File: config.mk
export PLATFORM = sky130hd
export DESIGN_NAME = jtframe_romload_arb
export DESIGN_NICKNAME = d
export VERILOG_FILES = /design/src/rtl/jtframe_romload_arb.sv
export SDC_FILE = /design/constraint.sdc
export NUM_CORES = 1
export LEC_CHECK = 0
export CAP_MARGIN = 5
export CORE_MARGIN = 2
export CORE_UTILIZATION = 50
export DETAILED_ROUTE_END_ITERATION = 6
export PLACE_DENSITY = 0.76
export SKIP_LAST_GASP = 1
export SLEW_MARGIN = 20
export SYNTH_ARGS = -nofsm -noshare
export SYNTH_HDL_FRONTEND = slang
export SYNTH_SLANG_ARGS = --single-unit
File: constraint.sdc
create_clock -name clk_rom -period 2.91 [get_ports clk_rom]
set_input_delay 0.291 -clock clk_rom [delete_from_list [all_inputs] [get_ports clk_rom]]
set_output_delay 0.291 -clock clk_rom [all_outputs]
set_load 0.05 [all_outputs]
File: src/rtl/jtframe_romload_arb.sv
// Packs ROM-loader bytes into 16-bit words, buffers them in a small FIFO
// and shares the single SDRAM port between download writes and game reads.
module jtframe_romload_arb #(
    parameter int AW         = 22,
    parameter int FIFO_DEPTH = 4
) (
    input  logic          clk_rom,
    input  logic          rst_n,
    input  logic [AW-1:0] ioctl_addr,
    input  logic [7:0]    ioctl_data,
    input  logic          ioctl_wr,
    input  logic          downloading,
    input  logic          game_req,
    input  logic [AW-2:0] game_addr,
    output logic          game_ack,
    output logic [15:0]   game_data,
    output logic          game_rdy,
    output logic          sdram_req,
    output logic          sdram_we,
    output logic [AW-2:0] sdram_addr,
    output logic [15:0]   sdram_din,
    input  logic          sdram_ack,
    input  logic          sdram_rdy,
    input  logic [15:0]   sdram_dout,
    output logic          dwn_busy,
    output logic          dwn_done,
    output logic          overflow
);
    localparam int PW = $clog2(FIFO_DEPTH);
    localparam int CW = PW + 1;
    localparam logic [CW-1:0] FULL_C = CW'(FIFO_DEPTH);
    localparam logic [CW-1:0] ROOM2_C = CW'(FIFO_DEPTH - 2);

    typedef enum logic [1:0] {IDLE, WR, RD, RDWAIT} state_t;

    state_t        state_q;
    logic          req_q, we_q, gack_q, grdy_q;
    logic [AW-2:0] addr_q;
    logic [15:0]   din_q, gdata_q;

    logic          pend_v_q, pend_v_d;
    logic [AW-2:0] pend_a_q, pend_a_d;
    logic [15:0]   pend_w_q, pend_w_d;
    logic [1:0]    pend_m_q, pend_m_d;

    logic [AW-2:0] fifo_a_q [FIFO_DEPTH];
    logic [15:0]   fifo_w_q [FIFO_DEPTH];
    logic [PW-1:0] rp_q, wp_q;
    logic [CW-1:0] cnt_q, cnt_d;
    logic          ovf_q, busy_q, done_q;

    logic          push, pop, push_ok, drop, odd, fifo_empty;
    logic [AW-2:0] push_a, byte_wa;
    logic [15:0]   push_w, base_w, merge_w, fresh_w;
    logic [1:0]    byte_m, merge_m;

    assign odd     = ioctl_addr[0];
    assign byte_wa = ioctl_addr[AW-1:1];
    assign byte_m  = odd ? 2'b10 : 2'b01;
    assign base_w  = pend_v_q ? pend_w_q : 16'hFFFF;
    assign merge_w = odd ? {ioctl_data, base_w[7:0]} : {base_w[15:8], ioctl_data};
    assign merge_m = (pend_v_q ? pend_m_q : 2'b00) | byte_m;
    assign fresh_w = odd ? {ioctl_data, 8'hFF} : {8'hFF, ioctl_data};

    // Missing halves stay 0xFF so a flush needs no extra padding logic
    always_comb begin
        pend_v_d = pend_v_q;
        pend_a_d = pend_a_q;
        pend_w_d = pend_w_q;
        pend_m_d = pend_m_q;
        push     = 1'b0;
        push_a   = pend_a_q;
        push_w   = pend_w_q;
        drop     = 1'b0;
        if (ioctl_wr) begin
            if (pend_v_q && byte_wa != pend_a_q) begin
                push = 1'b1;
                if (cnt_q <= ROOM2_C) begin
                    pend_a_d = byte_wa;
                    pend_w_d = fresh_w;
                    pend_m_d = byte_m;
                end else begin
                    pend_v_d = 1'b0;
                    pend_m_d = 2'b00;
                    drop     = 1'b1;
                end
            end else if (merge_m == 2'b11) begin
                push     = 1'b1;
                push_a   = byte_wa;
                push_w   = merge_w;
                pend_v_d = 1'b0;
                pend_m_d = 2'b00;
            end else begin
                pend_v_d = 1'b1;
                pend_a_d = byte_wa;
                pend_w_d = merge_w;
                pend_m_d = merge_m;
            end
        end else if (!downloading && pend_v_q) begin
            push     = 1'b1;
            pend_v_d = 1'b0;
            pend_m_d = 2'b00;
        end
    end

    assign fifo_empty = (cnt_q == '0);
    assign pop        = (state_q == WR) && sdram_ack;
    assign push_ok    = push && (cnt_q != FULL_C || pop);

    always_comb begin
        cnt_d = cnt_q;
        if (push_ok && !pop) cnt_d = cnt_q + CW'(1);
        if (!push_ok && pop) cnt_d = cnt_q - CW'(1);
    end

    always_ff @(posedge clk_rom) begin
        if (!rst_n) begin
            pend_v_q <= 1'b0;
            pend_a_q <= '0;
            pend_w_q <= 16'hFFFF;
            pend_m_q <= 2'b00;
            rp_q     <= '0;
            wp_q     <= '0;
            cnt_q    <= '0;
            ovf_q    <= 1'b0;
            busy_q   <= 1'b0;
            done_q   <= 1'b0;
        end else begin
            pend_v_q <= pend_v_d;
            pend_a_q <= pend_a_d;
            pend_w_q <= pend_w_d;
            pend_m_q <= pend_m_d;
            if (push_ok) wp_q <= wp_q + PW'(1);
            if (pop) rp_q <= rp_q + PW'(1);
            cnt_q <= cnt_d;
            if ((push && !push_ok) || drop) ovf_q <= 1'b1;
            busy_q <= dwn_busy;
            done_q <= busy_q && !dwn_busy;
        end
    end

    always_ff @(posedge clk_rom) begin
        if (push_ok) begin
            fifo_a_q[wp_q] <= push_a;
            fifo_w_q[wp_q] <= push_w;
        end
    end

    // Writes are checked first so downloads always win the port
    always_ff @(posedge clk_rom) begin
        if (!rst_n) begin
            state_q <= IDLE;
            req_q   <= 1'b0;
            we_q    <= 1'b0;
            addr_q  <= '0;
            din_q   <= '0;
            gack_q  <= 1'b0;
            grdy_q  <= 1'b0;
            gdata_q <= '0;
        end else begin
            gack_q <= 1'b0;
            grdy_q <= 1'b0;
            unique case (state_q)
                IDLE: begin
                    if (!fifo_empty) begin
                        state_q <= WR;
                        req_q   <= 1'b1;
                        we_q    <= 1'b1;
                        addr_q  <= fifo_a_q[rp_q];
                        din_q   <= fifo_w_q[rp_q];
                    end else if (game_req && !dwn_busy) begin
                        state_q <= RD;
                        req_q   <= 1'b1;
                        we_q    <= 1'b0;
                        addr_q  <= game_addr;
                    end
                end
                WR: if (sdram_ack) begin
                    req_q   <= 1'b0;
                    state_q <= IDLE;
                end
                RD: if (sdram_ack) begin
                    req_q   <= 1'b0;
                    gack_q  <= 1'b1;
                    state_q <= RDWAIT;
                end
                RDWAIT: if (sdram_rdy) begin
                    gdata_q <= sdram_dout;
                    grdy_q  <= 1'b1;
                    state_q <= IDLE;
                end
                default: state_q <= IDLE;
            endcase
        end
    end

    assign dwn_busy   = downloading || pend_v_q || !fifo_empty || (state_q == WR);
    assign dwn_done   = done_q;
    assign overflow   = ovf_q;
    assign sdram_req  = req_q;
    assign sdram_we   = we_q;
    assign sdram_addr = addr_q;
    assign sdram_din  = din_q;
    assign game_ack   = gack_q;
    assign game_rdy   = grdy_q;
    assign game_data  = gdata_q;
endmodule

==> flow_summary.yaml <==
status:
  status: "complete, no violations"
drt:
  remaining_drc_errors: 0
  initialDrtViolationCount: 471
  avgRoutedWirePerCell_um: 17.84
  routed_wirelength_mm: 21.34
  post_drt_via_cell_ratio: 5.487
  route.vias.total: 6563
  drt_first_pass_iters: 7
  postRouteAntennaNets: 0
worst_setup_path:
  critical_path_peak_fanout: 8
  setup.worst_path.class: "reg -> reg"
  critPathMaxStageDelay_ns: 0.49
  crit_family: "simple AND/OR/NAND/NOR gates"
  stages_on_worst_setup_path: 8
  cp.buffers_inverters: 1
  crit_slowest_cell: "sky130_fd_sc_hd__dfxtp_1"
  reg2regPathDepth: 8
  setup.worst_path.start_class: "flip-flop"
  worstPathArrival_ns: 3.14
  cp_data_required_time_ns: 3.38
  endpoint_kind: "flip-flop"
  worstPathCellList: "xnor2_1 -> nand4_1 -> nor4_4 -> nand2_2 -> buf_4 -> or3_1 -> a21boi_1 -> o32a_1"
timing:
  unrepaired_setup_endpoints_after_global_routing: "no"
  max-slew-margin-rel: 0.3871
  maxClockFrequency_ghz: 0.3747
  tightest_slew_ns: 0.9181
  fin_setup_tns_ns: 0
  min_tclk_post_route_ns: 2.669
  post-route-worst-setup-slack_ns: 0.2411
  final-hold-violation-count: 0
  final_min_period_over_clock_period: 0.9172
  finClkSkew_ns: 0.02205
  timing.final.setup_violations: 0
  final_max_slew_viol_count: 0
pwr:
  share_of_total_power_in_combinational_logic: 0.263
  pwr_density_cell_nw_per_um2: 814.2
  power_share_of_the_sequential_group: 0.425
  switching_power_w: 0.003259
  power.share.clock: 0.312
  leakage_nw: 4.213
  sw_frac_of_total: 0.3148
  intPower_w: 0.007095
  vdd.ir_drop.worst_mv: 0.5261
place:
  dpl.hpwl_mm: 13.81
  placement.io_buffers: 133
  placement.setup.worst_slack_ns: 0.004935
  gp_routability_congestion: 0.7904
  post_dp_cell_area_um2: 11890
final_layout:
  final_net_count: 990
  register_area_um2: 6666
  num-fill-cells: 1477
  syn_to_final_growth_pct: 25.07
  post_route_cells_drive_above_1_share: 0.1222
  layout.cell_area.non_filler_um2: 12720
  layout.cells.most_common_list: "sky130_fd_sc_hd__edfxtp_1, sky130_fd_sc_hd__nand2_1, sky130_fd_sc_hd__clkdlybuf4s50_1"
  final_util: 0.6325
  multi_input_area_um2: 3189
  layout.cells.most_common: "sky130_fd_sc_hd__edfxtp_1"
yosys:
  synth_async_sr_flop_share: 0
  synthFlopType: "sky130_fd_sc_hd__edfxtp_1"
  synth.top_cells.by_area: "sky130_fd_sc_hd__edfxtp_1, sky130_fd_sc_hd__dfxtp_1, sky130_fd_sc_hd__mux4_2"
  syn_area_um2: 10170
  synth.largest_area_cell: "sky130_fd_sc_hd__edfxtp_1"
  synth.distinct_cells: 44
  yosys_register_bits: 259
  fraction_of_synthesized_cell_area_taken_by_the_top_area_cell_type: 0.4371
  yosys_warnings: 0
  avgSynthCellArea_um2: 12.90
  synth_fp_nets: 872
  number_of_synthesized_flops_with_an_enable_pin: 148
  syn-instance-count: 788
  synth-seq-area-share: 0.6557
grt:
  wire_length_of_the_first_global_routing_pass_mm: 34.68
  global_route.overflow_total: 0
  grt_util_all_layers: 0.2015
  vias_in_the_first_global_route: 6576
  grt_start_max_net_pins: 48
  antenna_violations_before_repair: 1
cts:
  clk-insertion-delay-late_ns: 0.53
  cts_sinks: 259
  total_number_of_h_tree_levels: 1
  tritoncts: "yes"
  root_buf_cell: "sky130_fd_sc_hd__clkbuf_16"
  clkSlewWorstSetupHoldPaths_ns: 0.07
  ctsHoldBuffers: 0
  ctsResizeCount: 0
  maximum_count_of_clock_buffers_along_a_single_path: 3
  numCtsBuffers: 25
  cts_setup_buffers: 0
die:
  design.die.area_um2: 21490
  floorplan.die.height_um: 146.6
  floorplan.initialDensity: 0.5057
  io-pin-count: 134
  die_w_um: 146.6
  num_rows: 52
  design.core.area_um2: 20100
run:
  timing.max_cap.violations: 0
min_path:
  hold_path_class: "in -> reg"
  holdPathStages: 3
==> final cells by class <==
type                    count  share of cell area
clock buffers              32             0.05205
well taps                 270             0.02657
diodes                      1           0.0001968
flip-flops and latches    259              0.5243
multi-input cells         448              0.2508
inverters                  13            0.003837
repair buffers            159              0.1297
clock inverters            14             0.01259
==> logic make-up (layout without fill, tap and decap cells) <==
kind of cell / after synthesis / in the layout / share of synthesized area
compound gates: 134 / 134 / 0.09020
xor+xnor: 24 / 24 / 0.02068
fa+ha+maj: 10 / 10 / 0.01304
buf+inv: 81 / 218 / 0.03236
flops: 259 / 259 / 0.6557
mux: 42 / 42 / 0.08688
other cells: 0 / 1 / 0
simple gates: 238 / 238 / 0.1012
==> tightest hold or removal path: stages <==
cell                              delay (ns)
sky130_fd_sc_hd__clkdlybuf4s50_1        0.40
sky130_fd_sc_hd__nand2_1                0.06
sky130_fd_sc_hd__a21oi_1                0.05
==> cells in the mapped netlist (16+ instances only) <==
library cell,n
sky130_fd_sc_hd__a21oi_1,46
sky130_fd_sc_hd__a311oi_1,21
sky130_fd_sc_hd__clkbuf_1,57
sky130_fd_sc_hd__dfxtp_1,111
sky130_fd_sc_hd__edfxtp_1,148
sky130_fd_sc_hd__mux4_2,37
sky130_fd_sc_hd__nand2_1,143
sky130_fd_sc_hd__nand3_1,25
sky130_fd_sc_hd__nor2_1,38
sky130_fd_sc_hd__o21ai_0,24
sky130_fd_sc_hd__o22a_1,16
sky130_fd_sc_hd__o32a_1,16
sky130_fd_sc_hd__xnor2_1,21
==> per-layer routing <==
metal / routed length, um / global-route usage
met1: 9625 / 0.2885
met2: 9753 / 0.3164
met3: 1347 / 0.03500
met4: 609 / 0.06553
met5: 0 / 0
==> metrics by stage <==
step           hold WS, ns  instances  power (W)
3_3_place_gp        0.3968       1149   0.007166
2_1_floorplan       0.3952        788   0.006281
3_5_place_dp        0.4162       1149   0.007208
6_report            0.3178       1196    0.01035
5_1_grt             0.3170       1196    0.01083
4_1_cts             0.3082       1195    0.01043
==> power groups by stage <==
stage	clock (W)	sequential [W]	combinational [W]
global route	0.00345	0.00444	0.00293
global placement	0	0.00446	0.00270
floorplan	0	0.00517	0.00111
finish	0.00323	0.00440	0.00272
CTS	0.00328	0.00440	0.00274
detailed placement	0	0.00448	0.00273
==> registers in the layout, summed over array words and instances, names as in the netlist, 2 cells and up, named ones only <==
register and cells:
fifo_a_q 84, fifo_w_q 64, pend_a_q 21, sdram_addr 21
game_data 16, pend_w_q 16, sdram_din 16, cnt_q 3
pend_m_q 2, rp_q 2, state_q 2, wp_q 2
==> path summary, 6_finish.rpt <==
path	start	end	slack [ns]
worst max-delay path	pend_a_q[0]	pend_w_q[9]	0.24
worst min register to register	busy_q	dwn_done	0.42
worst min-delay path	sdram_dout[4]	game_data[4]	0.32
worst max register to register	pend_a_q[0]	pend_w_q[9]	0.24
No activity file was read; power rests on OpenSTA's default activity.
